## src/rtl/dispatch_scheduler.sv

```systemverilog
// In-order dispatch controller: classifies the queue head, checks station and ROB
// credits, then pops and records the dispatch or blocks the whole queue.
module dispatch_scheduler #(
    parameter int INT_DEPTH  = 4,
    parameter int FADD_DEPTH = 3,
    parameter int FMUL_DEPTH = 2,
    parameter int LSB_DEPTH  = 4,
    parameter int ROB_DEPTH  = 16,
    parameter int ROB_TAG_W  = 4
) (
    input  logic                 clk,
    input  logic                 reset,
    input  logic                 head_valid,
    input  logic [3:0]           head_major,
    input  logic                 stall_in,
    input  logic                 rs_free_int,
    input  logic                 rs_free_fadd,
    input  logic                 rs_free_fmul,
    input  logic                 rs_free_lsb,
    input  logic                 rob_retire,
    output logic                 head_pop,
    output logic                 disp_valid,
    output logic [1:0]           disp_rs,
    output logic [ROB_TAG_W-1:0] disp_rob_tag,
    output logic                 stall_out,
    output logic                 credit_err
);

    localparam int MAX_D01 = (INT_DEPTH > FADD_DEPTH) ? INT_DEPTH : FADD_DEPTH;
    localparam int MAX_D23 = (FMUL_DEPTH > LSB_DEPTH) ? FMUL_DEPTH : LSB_DEPTH;
    localparam int MAX_D   = (MAX_D01 > MAX_D23) ? MAX_D01 : MAX_D23;
    localparam int CW      = $clog2(MAX_D + 1);
    localparam int RCW     = ROB_TAG_W + 1;

    // Station index order matches the disp_rs encoding: INT, FADD, FMUL, LSB.
    function automatic logic [CW-1:0] depth_of(input int s);
        case (s)
            0:       depth_of = CW'(INT_DEPTH);
            1:       depth_of = CW'(FADD_DEPTH);
            2:       depth_of = CW'(FMUL_DEPTH);
            default: depth_of = CW'(LSB_DEPTH);
        endcase
    endfunction

    logic [CW-1:0]        credit_q [4];
    logic [CW-1:0]        credit_d [4];
    logic [RCW-1:0]       rob_count_q;
    logic [RCW-1:0]       rob_count_d;
    logic [ROB_TAG_W-1:0] alloc_ptr_q;
    logic                 vld_p1;
    logic [1:0]           rs_p1;
    logic [ROB_TAG_W-1:0] tag_p1;
    logic                 err_q;
    logic                 err_set;

    logic       is_nop;
    logic [1:0] cls;
    logic       ready;
    logic       fire;
    logic       alloc;
    logic [3:0] free_vec;

    assign free_vec = {rs_free_lsb, rs_free_fmul, rs_free_fadd, rs_free_int};

    always_comb begin
        is_nop = 1'b0;
        cls    = 2'b00;
        case (head_major)
            4'h4:       cls    = 2'b01;
            4'h5:       cls    = 2'b10;
            4'h6, 4'h7: cls    = 2'b11;
            4'hF:       is_nop = 1'b1;
            default:    cls    = 2'b00;
        endcase
    end

    // Readiness uses only registered counts, so same-cycle frees cannot bypass.
    assign ready = is_nop | ((credit_q[cls] != '0) & (rob_count_q < RCW'(ROB_DEPTH)));
    assign fire  = head_valid & ~stall_in & ~reset & ready;
    assign alloc = fire & ~is_nop;

    assign head_pop  = fire;
    assign stall_out = head_valid & ~stall_in & ~reset & ~ready;

    always_comb begin
        err_set = 1'b0;
        for (int s = 0; s < 4; s++) begin
            credit_d[s] = credit_q[s];
            if (free_vec[s] && (credit_q[s] == depth_of(s))) begin
                err_set = 1'b1;
            end else if (free_vec[s] && !(alloc && (cls == 2'(s)))) begin
                credit_d[s] = credit_q[s] + CW'(1);
            end else if (!free_vec[s] && alloc && (cls == 2'(s))) begin
                credit_d[s] = credit_q[s] - CW'(1);
            end
        end

        rob_count_d = rob_count_q;
        case ({alloc, rob_retire})
            2'b10: rob_count_d = rob_count_q + RCW'(1);
            2'b01: begin
                if (rob_count_q == '0) err_set = 1'b1;
                else                   rob_count_d = rob_count_q - RCW'(1);
            end
            default: rob_count_d = rob_count_q;
        endcase
    end

    // Stage p1: dispatch record, one cycle after the pop decision.
    always_ff @(posedge clk) begin
        if (reset) begin
            for (int s = 0; s < 4; s++) credit_q[s] <= depth_of(s);
            rob_count_q <= '0;
            alloc_ptr_q <= '0;
            vld_p1      <= 1'b0;
            rs_p1       <= 2'b00;
            tag_p1      <= '0;
            err_q       <= 1'b0;
        end else begin
            for (int s = 0; s < 4; s++) credit_q[s] <= credit_d[s];
            rob_count_q <= rob_count_d;
            vld_p1      <= alloc;
            err_q       <= err_q | err_set;
            if (alloc) begin
                rs_p1       <= cls;
                tag_p1      <= alloc_ptr_q;
                alloc_ptr_q <= alloc_ptr_q + ROB_TAG_W'(1);
            end
        end
    end

    assign disp_valid   = vld_p1;
    assign disp_rs      = rs_p1;
    assign disp_rob_tag = tag_p1;
    assign credit_err   = err_q;

endmodule

```

## config.mk

```make
export PLATFORM = sky130hd
export DESIGN_NAME = dispatch_scheduler
export DESIGN_NICKNAME = d
export VERILOG_FILES = /design/src/rtl/dispatch_scheduler.sv
export SDC_FILE = /design/constraint.sdc
export NUM_CORES = 1
export LEC_CHECK = 0
export CORE_MARGIN = 4
export CORE_UTILIZATION = 49
export CTS_CLUSTER_DIAMETER = 150
export DETAILED_ROUTE_END_ITERATION = 7
export PLACE_DENSITY = 0.75
export SYNTH_ARGS = -nofsm -noshare
export SYNTH_HDL_FRONTEND = slang
export SYNTH_SLANG_ARGS = --single-unit
```

## constraint.sdc

```tcl
create_clock -name clk -period 3.1 [get_ports clk]
set_input_delay 0.62 -clock clk [delete_from_list [all_inputs] [get_ports clk]]
set_output_delay 0.62 -clock clk [all_outputs]
set_load 0.1 [all_outputs]
```

==> results.sh, run 1 <==
export IMPL_avgRoutedWirePerCell_um=13.5
export IMPL_insertion_delay_ns=0.28
export IMPL_avgSynthCellArea_um2=8.36
export IMPL_synthTopCellsByArea="dfxtp_1, nand2_1, nor2_1"
export IMPL_ys_seq_area_share_pct=32.3
export IMPL_hold_class="reg -> reg"
export IMPL_synth_async_reset_ratio_pct=0
export IMPL_p_leak_nw=1.04
export IMPL_r2r_cells=10
export IMPL_synth_top_flop_cell="dfxtp_1"
export IMPL_synthesis_area_um2=1800
export IMPL_cp_arrival_ns=2.40
export IMPL_fin_setup_tns_ns=0
export IMPL_outcome="finished, final reports clean"
export IMPL_finalSetupViolCount=0
export IMPL_max_freq_ghz=0.332
export IMPL_top_level_ports=23
export IMPL_cts_hold_buffers_added=0
export IMPL_rows=21
export IMPL_vias=1664
export IMPL_gp_congestion=0.824
export IMPL_fin_crit_sh_pct=97.3
export IMPL_finalHoldViolations=0
export IMPL_end_kind="output pin"
export IMPL_core_area_um2=3440
export IMPL_grt_max_degree=30
export IMPL_min_from="disp_rob_tag[2]"
export IMPL_htree_levels=2
export IMPL_fin_worst_skew_ns=0.00694
export IMPL_ys_seq_elements=29
export IMPL_grt_pass1_vias=1612
export IMPL_chipHeight_um=68.6
export IMPL_chipWidth_um=68.6
export IMPL_rrSetupSlack_ns=0.41
export IMPL_worstMarginPinSlew_ns=0.714
export IMPL_power_mw=1.54
export IMPL_reg2reg_from="credit_q[1][1]"
export IMPL_slew_violations=0
export IMPL_syn_inst=215
export IMPL_synth_edff_count=0
export IMPL_yosysTopAreaCell="dfxtp_1"
export IMPL_drtAntennaViolNets=0
export IMPL_vias_per_cell=5.37
export IMPL_period_needed_ns=3.02
export IMPL_nets=283
export IMPL_relSlewSlack_pct=51.8
export IMPL_drt_initial_drc_count=73
export IMPL_grt_overflow_total=0
export IMPL_synth_cell_types=47
export IMPL_layout_drive_gt1_share_pct=27.3
export IMPL_reg2reg_to="credit_q[3][2]"
export IMPL_utilization_pct=70.8
export IMPL_clock_root_buffer="clkbuf_8"
export IMPL_numCtsBuffers=5
export IMPL_post_cts_buffers=0
export IMPL_power_density_nw_per_um2=631
export IMPL_crit_fanout=4
export IMPL_path_clk_slew_ns=0.06
export IMPL_clk_path_buf_depth=2
export IMPL_place_hpwl_mm=2.92
export IMPL_clkSinkCount=29
export IMPL_routed_wl_mm=4.20
export IMPL_setup_worst_path_start_class="primary input"
export IMPL_yosys_warnings=0
export IMPL_max_cap_viol_count=0
export IMPL_ir_drop_mv=0.459
export IMPL_drc=0
export IMPL_syn_nets=235
export IMPL_start_util_pct=52.2
export IMPL_drtPass1Iterations=4
export IMPL_critPathKind="in -> out"
export IMPL_worstHoldPathCells=2
export IMPL_cp_required_ns=2.48
export IMPL_antennaDiodeCount=0
export IMPL_die_area_um2=4700
export IMPL_fillers=265
export IMPL_cts_tree="done"
export IMPL_hold_slack_ns=0.462
export IMPL_areaGrowthSynthToFinish_pct=35.7
export IMPL_grt_antenna_before_repair=0
export IMPL_worstHoldEndpoint="disp_rob_tag[2]"
export IMPL_portBuffers=22
export IMPL_grtUsageTotal_pct=19.7
export IMPL_grt_pass1_wl_mm=6.91
export IMPL_netlist_area_leader_share_pct=32.3
[repair_timing]
item,in CTS,in global routing
resized for setup,4,11
pin swaps,3,4
setup endpoints to repair,3,7
[per-stage QoR]
| stage | area (um^2) | setup WS, ns | instances |
|---|---|---|---|
| final | 2440 | 0.0842 | 310 |
| after global routing | 2440 | -0.0200 | 310 |
| after CTS | 2380 | -0.00227 | 310 |
| after detailed placement | 2230 | -0.295 | 302 |
| after global placement | 2230 | -0.227 | 302 |
| after floorplan | 1800 | 0.0417 | 215 |
[state kept, by name (all words and copies together) (netlist names)]
signal and flops:
credit_err 1, disp_rob_tag 4, disp_rs 2, disp_valid 1, credit_q 12, rob_count_q 5, alloc_ptr_q 4
[routing by layer]
metal / vias to the layer above / share of wire, % / track usage (%)
met5: - / 0 / 0
met4: 0 / 2.4 / 11.4
met3: 11 / 5.0 / 4.05
met2: 31 / 47 / 33.3
met1: 775 / 46 / 23.0
li1: 847 / - / -
[report_power, final]
| part | internal [mW] | leakage (nW) | switching [mW] |
|---|---|---|---|
| clock network | 0.319 | 0.0681 | 0.151 |
| logic | 0.274 | 0.730 | 0.286 |
| registers | 0.430 | 0.237 | 0.0793 |
[synth_stat cells (4+ instances only)]
| cell | n |
|---|---|
| nand2_1 | 30 |
| dfxtp_1 | 29 |
| nor2_1 | 29 |
| a21oi_1 | 19 |
| xor2_1 | 8 |
| mux2i_1 | 7 |
| nand2b_1 | 6 |
| nand3_1 | 6 |
| nor3_1 | 6 |
| and3_1 | 5 |
| clkbuf_1 | 5 |
| fa_1 | 4 |
| inv_1 | 4 |
| nor4_1 | 4 |
| o21ai_0 | 4 |
| or2_2 | 4 |
| xnor2_1 | 4 |
[placed cells by master (no fill, tap or decap), drive strengths merged, types with 3 or more instances in the layout]
| master | count |
|---|---|
| buf | 37 |
| nand2 | 30 |
| nor2 | 29 |
| dfxtp | 29 |
| a21oi | 19 |
| clkdlybuf4s50 | 10 |
| nor3 | 9 |
| xor2 | 8 |
| mux2i | 7 |
| nand3 | 7 |
| nand2b | 6 |
| and3 | 5 |
| clkbuf | 5 |
| inv | 5 |
| o21ai | 5 |
| nor4 | 5 |
| xnor2 | 4 |
| or2 | 4 |
| fa | 4 |
| or3 | 3 |
| o211ai | 3 |
| ha | 3 |
[cells by family (layout without fill, tap and decap cells)]
logic type,count (synthesis),count (layout),share of synthesized area [%]
buf+inv,13,62,3.62
xor+xnor,12,12,5.85
fa+ha+maj,7,7,6.55
simple gates,110,110,32.1
flops,29,29,32.3
compound gates,36,36,15.0
mux,8,8,4.53
[how the worst max path moves through the flow]
stage	start	to	slack [ns]	cells past startpoint
2_1_floorplan	head_major[1]	head_pop	0.04	6
3_3_place_gp	head_major[0]	credit_q[3][2]	-0.23	11
3_5_place_dp	head_major[0]	credit_q[3][2]	-0.30	11
4_1_cts	head_major[0]	head_pop	-0.002	9
5_1_grt	head_major[2]	credit_q[1][2]	-0.02	12
6_report	head_major[2]	head_pop	0.08	8
[final cells by class]
class | count | area [um^2] | area share, %
clock buffers | 5 | 68.8 | 2.82
flip-flops and latches | 29 | 581 | 23.8
multi-input cells | 173 | 1220 | 50.0
inverters | 5 | 18.8 | 0.770
clock inverters | 3 | 65.1 | 2.67
repair buffers | 49 | 428 | 17.6
well taps | 46 | 57.6 | 2.36
[worst max-delay path, stage by stage]
cell and delay, ns:
clkdlybuf4s50_1 0.56, o211ai_1 0.13, o2bb2ai_2 0.27, a21oi_2 0.08, buf_4 0.15, or2_4 0.24, a21oi_4 0.17, buf_12 0.19
(Power assumes the default switching activity.)
==> run 2, diff against run 1 <==
ABC_AREA = 1   (was not set)
==> run 2 against run 1 <==
Compared with the run above:
- wire length fell by 13%
- combinational power is 28% lower
- register-to-register slack improved by 0.55 ns
- global-route usage fell by 0.52 points
- largest cell class unchanged
- count of clock-buffer cells in the layout did not move
- power down 27%
- utilization shrank 9.2 points
- sequential power fell by 7.7%
- non-clock buffer count shrank 20
- clock power down 48%
- highest routed layer unchanged
==> results.sh, run 2 <==
export IMPL_outcome="finished, final reports clean"
export IMPL_post_cts_buffers=0
export IMPL_nets=293
export IMPL_clkSinkCount=29
export IMPL_synth_cell_types=32
export IMPL_slew_violations=0
export IMPL_fin_setup_tns_ns=0
export IMPL_chipWidth_um=66.7
export IMPL_period_needed_ns=2.93
export IMPL_min_from="disp_rob_tag[2]"
export IMPL_grt_overflow_total=0
export IMPL_ir_drop_mv=0.306
export IMPL_gp_congestion=0.889
export IMPL_top_register="credit_q"
export IMPL_power_mw=1.12
export IMPL_syn_inst=241
export IMPL_fin_worst_skew_ns=0.00687
export IMPL_drt_initial_drc_count=79
export IMPL_layout_commonest_cell="nand2_1"
export IMPL_yosysTopAreaCell="dfxtp_1"
export IMPL_avgSynthCellArea_um2=7.00
export IMPL_synth_top_family_by_area="simple AND/OR/NAND/NOR gates"
export IMPL_largest_registers="credit_q: 12 flops, rob_count_q: 5 flops"
export IMPL_yosysMostFrequentCell="nand2_1"
export IMPL_cts_tree="done"
export IMPL_largest_reg_flops=12
export IMPL_path_clk_slew_ns=0.11
export IMPL_grt_pass1_wl_mm=6.51
export IMPL_drtPass1Iterations=4
export IMPL_chipHeight_um=66.7
export IMPL_setup_worst_path_start_class="primary input"
export IMPL_rows=21
export IMPL_max_freq_ghz=0.342
export IMPL_die_area_um2=4440
export IMPL_cp_required_ns=2.48
export IMPL_clk_path_buf_depth=2
export IMPL_relSlewSlack_pct=67.0
export IMPL_layout_common_cells="nand2_1, inv_1, dfxtp_1"
export IMPL_rsz0062_at_grt="no"
export IMPL_synth_top_flop_cell="dfxtp_1"
export IMPL_ys_seq_area_share_pct=34.4
export IMPL_synth_edff_count=0
export IMPL_htree_levels=2
export IMPL_core_area_um2=3340
export IMPL_crit_path_cell_trace="clkdlybuf4s50_1 > inv_2 > nor2_4 > nand3_1 > nand2_1 > inv_1 > nand2_1 > nand2_2 > nand2_1 > nand2_1 > nor2_1 > buf_12"
export IMPL_p_leak_nw=0.954
export IMPL_vias_per_cell=5.02
export IMPL_syn_nets=261
export IMPL_synthSimpleGateAreaFrac_pct=28.0
export IMPL_fin_crit_sh_pct=94.4
export IMPL_yosys_warnings=0
export IMPL_vias=1605
export IMPL_portBuffers=22
export IMPL_placed_area_um2=2000
export IMPL_hold_class="reg -> reg"
export IMPL_critPathMostFrequentCell="nand2_1"
export IMPL_drtAntennaViolNets=0
export IMPL_finalHoldViolations=0
export IMPL_insertion_delay_ns=0.34
export IMPL_start_util_pct=50.5
export IMPL_avgRoutedWirePerCell_um=11.4
export IMPL_clock_root_buffer="clkbuf_4"
export IMPL_areaGrowthSynthToFinish_pct=22.0
export IMPL_synthesis_area_um2=1690
export IMPL_slowest_stage="clkdlybuf4s50_1"
export IMPL_grtUsageTotal_pct=19.2
export IMPL_synthAdderAreaFrac_pct=6.97
export IMPL_place_hpwl_mm=2.73
export IMPL_synth_mux_area_share_pct=0
export IMPL_final_area_um2=2060
export IMPL_grt_antenna_before_repair=0
export IMPL_finalSetupViolCount=0
export IMPL_cts_resized=0
export IMPL_critPathMaxStageDelay_ns=0.55
export IMPL_crit_fanout=8
export IMPL_grt_max_degree=18
export IMPL_cp_arrival_ns=2.31
export IMPL_antennaDiodeCount=0
export IMPL_top_level_ports=23
export IMPL_synth_xor_area_share_pct=3.12
export IMPL_worstMarginPinSlew_ns=0.495
export IMPL_netlist_area_leader_share_pct=34.4
export IMPL_utilization_pct=61.6
export IMPL_numPlacedInstances=312
export IMPL_synth_compound_area_share_pct=17.1
export IMPL_cts_hold_buffers_added=0
export IMPL_drc=0
export IMPL_grt_pass1_vias=1516
export IMPL_layout_drive_gt1_share_pct=13.1
export IMPL_reg2reg_from="credit_q[1][1]"
export IMPL_synthTopCellsByArea="dfxtp_1, nand2_1, inv_1"
export IMPL_ys_seq_elements=29
export IMPL_end_kind="output pin"
export IMPL_routed_wl_mm=3.66
export IMPL_synth_async_reset_ratio_pct=0
export IMPL_numCtsBuffers=5
export IMPL_power_density_nw_per_um2=544
export IMPL_final_instance_count_excl_fill=320
export IMPL_synth_common_cells="nand2_1, inv_1, dfxtp_1, nor2_1, a21oi_1"
export IMPL_max_cap_viol_count=0
export IMPL_critPathKind="in -> out"
export IMPL_crit_start="head_major[2]"
[run 2: changes by cell type in the layout (fill, tap and decap cells not counted), sizes merged, moves of 3 or more]
cell and change:
inv +35, clkinvlp +3, or2 -3, or3 -3, buf -20, nand2b -6
mux2i -7, nor2 -4, o21ai +19, xor2 -5, nand3 +6, nand2 +19
and3 -3
[run 2: power breakdown]
group          switching, mW  internal (mW)  total, mW
Clock                  0.158         0.0875      0.246
Sequential            0.0466          0.423      0.470
Combinational          0.258          0.145      0.404
[run 2: layer usage]
metal	vias to the layer above	part of all wire, %	GRT usage (%)
met2	33	46	32.1
met4	0	1.3	6.85
met1	720	48	23.4
met5	-	0	0
met3	6	5.3	5.40
li1	846	-	-
[run 2: logic make-up after synthesis]
kind of cell / count (synthesis)
flip-flops: 29
AO/OA/AOI/OAI: 51
AND/OR/NAND/NOR: 104
adder cells (fa/ha/maj): 7
XOR/XNOR: 6
buffers and inverters: 44
[run 2: path summary, 6_finish.rpt]
| path | end | slack [ns] | cells past startpoint |
|---|---|---|---|
| max | stall_out | 0.17 | 12 |
| min | disp_rob_tag[2] | 0.48 | 2 |
| min reg2reg | disp_rob_tag[2] | 0.48 | 2 |
| max reg2reg | rob_count_q[4] | 0.96 | 17 |
[run 2: area by class of cell]
class                           instances  area [um^2]
Sequential cell                        29          581
Timing Repair Buffer                   29          273
Clock buffer                            5         37.5
Multi-Input combinational cell        168          936
Tap cell                               46         57.6
Inverter                               40          150
Clock inverter                          3         22.5
Fill cell                             332         1280
[run 2: critical path, delay by kind of cell]
kind,cells,cell delay (ns)
buffers and inverters,4,0.86
AND/OR/NAND/NOR,8,0.83
[run 2: metrics by stage]
stage / hold slack (ns) / setup slack (ns)
floorplan: 0.448 / -0.0114
global placement: 0.458 / 0.0836
detailed placement: 0.460 / 0.0566
CTS: 0.478 / 0.168
global route: 0.509 / 0.0266
finish: 0.479 / 0.173
==> run 3, diff against run 2 <==
==> constraint.sdc (replaced) <==
create_clock -name clk -period 3.1 [get_ports clk]
set_input_delay 0.775 -clock clk [delete_from_list [all_inputs] [get_ports clk]]
set_output_delay 0.775 -clock clk [all_outputs]
set_load 0.1 [all_outputs]
==> run 3 against run 2 <==
Compared with the run above:
- via count increased by 3.2%
- fmax up 1.4%
- combinational power increased by 6.4%
- worst setup slack improved by 0.042 ns
- first-iteration DRC count grew 47%
- power about the same
- die area stayed put
- final area up 4.7%
- register-to-register slack got worse by 0.03 ns
- wire length increased by 3.1%
- sequential power barely moved
- critical path type unchanged
- highest routed layer unchanged
==> results.sh, run 3 (synthesis gave the netlist of run 2 again) <==
export IMPL_portBuffers=22
export IMPL_critPathMostFrequentCell="nand2_1"
export IMPL_drtAntennaViolNets=0
export IMPL_max_cap_viol_count=0
export IMPL_areaGrowthSynthToFinish_pct=27.7
export IMPL_vias_per_cell=4.99
export IMPL_ir_drop_mv=0.320
export IMPL_htree_levels=2
export IMPL_insertion_delay_ns=0.32
export IMPL_grt_max_degree=18
export IMPL_slew_violations=0
export IMPL_critPathMaxStageDelay_ns=0.27
export IMPL_fin_worst_skew_ns=0.00810
export IMPL_path_clk_slew_ns=0.09
export IMPL_largest_reg_flops=12
export IMPL_cp_arrival_ns=2.11
export IMPL_antennaDiodeCount=0
export IMPL_clkSinkCount=29
export IMPL_worstMarginPinSlew_ns=0.520
export IMPL_fillers=325
export IMPL_hold_class="reg -> reg"
export IMPL_cts_tree="done"
export IMPL_grt_pass1_vias=1554
export IMPL_drt_initial_drc_count=116
export IMPL_power_mw=1.12
export IMPL_seq_area_um2=581
export IMPL_power_density_nw_per_um2=520
export IMPL_routed_wl_mm=3.77
export IMPL_slowest_stage="dlygate4sd2_1"
export IMPL_clk_path_buf_depth=2
export IMPL_core_area_um2=3340
export IMPL_placed_area_um2=2080
export IMPL_crit_fanout=6
export IMPL_gp_congestion=0.841
export IMPL_fin_setup_tns_ns=0
export IMPL_setup_ws_ns=0.215
export IMPL_layout_commonest_cell="nand2_1"
export IMPL_hold_slack_ns=0.474
export IMPL_critPathKind="in -> out"
export IMPL_worstHoldPathCells=2
export IMPL_drtPass1Iterations=4
export IMPL_layout_drive_gt1_share_pct=17.8
export IMPL_drc=0
export IMPL_crit_cells=12
export IMPL_place_worst_setup_slack_ns=-0.0183
export IMPL_setup_worst_path_start_class="primary input"
export IMPL_rows=21
export IMPL_crit_path_cell_trace="dlygate4sd2_1 > inv_2 > nor2_4 > nand3_1 > nand2_1 > inv_1 > nand2_1 > nand2_2 > nand2_2 > nand2_1 > nor2_2 > buf_12"
export IMPL_start_util_pct=50.5
export IMPL_multi_input_area_um2=946
export IMPL_cts_hold_buffers_added=0
export IMPL_end_kind="output pin"
export IMPL_numCtsBuffers=5
export IMPL_final_instance_count_excl_fill=332
export IMPL_p_leak_nw=1.05
export IMPL_largest_registers="credit_q: 12 flops, rob_count_q: 5 flops"
export IMPL_chipHeight_um=66.7
export IMPL_grt_pass1_wl_mm=6.61
export IMPL_chipWidth_um=66.7
export IMPL_grt_overflow_total=0
export IMPL_grt_antenna_before_repair=0
export IMPL_cp_num_buf_inv=4
export IMPL_rsz0062_at_grt="no"
export IMPL_numPlacedInstances=323
export IMPL_utilization_pct=64.6
export IMPL_die_area_um2=4440
export IMPL_top_level_ports=23
export IMPL_r2r_cells=19
export IMPL_top_register="credit_q"
export IMPL_finalSetupViolCount=0
export IMPL_finalHoldViolations=0
export IMPL_relSlewSlack_pct=65.3
export IMPL_clock_root_buffer="clkbuf_4"
export IMPL_vias=1656
export IMPL_cp_required_ns=2.32
export IMPL_place_hpwl_mm=2.82
export IMPL_layout_common_cells="nand2_1, inv_1, dfxtp_1"
export IMPL_cp_top_family="simple AND/OR/NAND/NOR gates"
export IMPL_outcome="finished, final reports clean"
export IMPL_fin_crit_sh_pct=93.1
export IMPL_period_needed_ns=2.88
export IMPL_final_area_um2=2150
export IMPL_grtUsageTotal_pct=19.3
export IMPL_avgRoutedWirePerCell_um=11.4
export IMPL_max_freq_ghz=0.347
export IMPL_nets=305
## run 3: changes by cell type in the layout (fill, tap and decap cells not counted), sizes merged
cell	previous run	this run
buf	17	29
clkdlybuf4s50	12	8
clkbuf	5	6
clkinvlp	3	0
clkinv	0	2
dlymetal6s2s	0	3
dlygate4sd2	0	1
## run 3: final cells by class
| type | instances | area share (%) |
|---|---|---|
| clock buffers | 6 | 1.92 |
| clock inverters | 2 | 0.465 |
| inverters | 40 | 6.97 |
| multi-input cells | 168 | 43.9 |
| flip-flops and latches | 29 | 26.9 |
| well taps | 46 | 2.67 |
| repair buffers | 41 | 17.1 |
## run 3: layer usage
layer,routed length (um),track usage [%]
met3,183,5.73
met5,0,0
met2,1700,30.3
met1,1850,25.5
met4,37,5.84
## run 3: worst min-delay path, delay by kind of cell (launching register included)
family | cells | cell delay (ns)
flops | 1 | 0.32
compound gates | 1 | 0.05
simple gates | 1 | 0.06
## run 3: power by group
group / internal [mW] / leakage (nW) / switching, mW
Combinational: 0.165 / 0.779 / 0.265
Sequential: 0.423 / 0.239 / 0.0476
Clock: 0.0862 / 0.0320 / 0.132
## run 3: final timing paths
kind,start,end,slack (ns)
max,head_major[2],stall_out,0.22
min,disp_rob_tag[3],disp_rob_tag[3],0.47
max reg2reg,credit_q[2][0],rob_count_q[4],0.93
min reg2reg,disp_rob_tag[3],disp_rob_tag[3],0.47
## run 3: timing repair
action / CTS / global route
pin swaps: 1 / 2
setup buffers: 0 / 1
endpoints found under the setup margin: 1 / 2
hold endpoints to repair: 0 / 0
gates resized for setup: 1 / 6
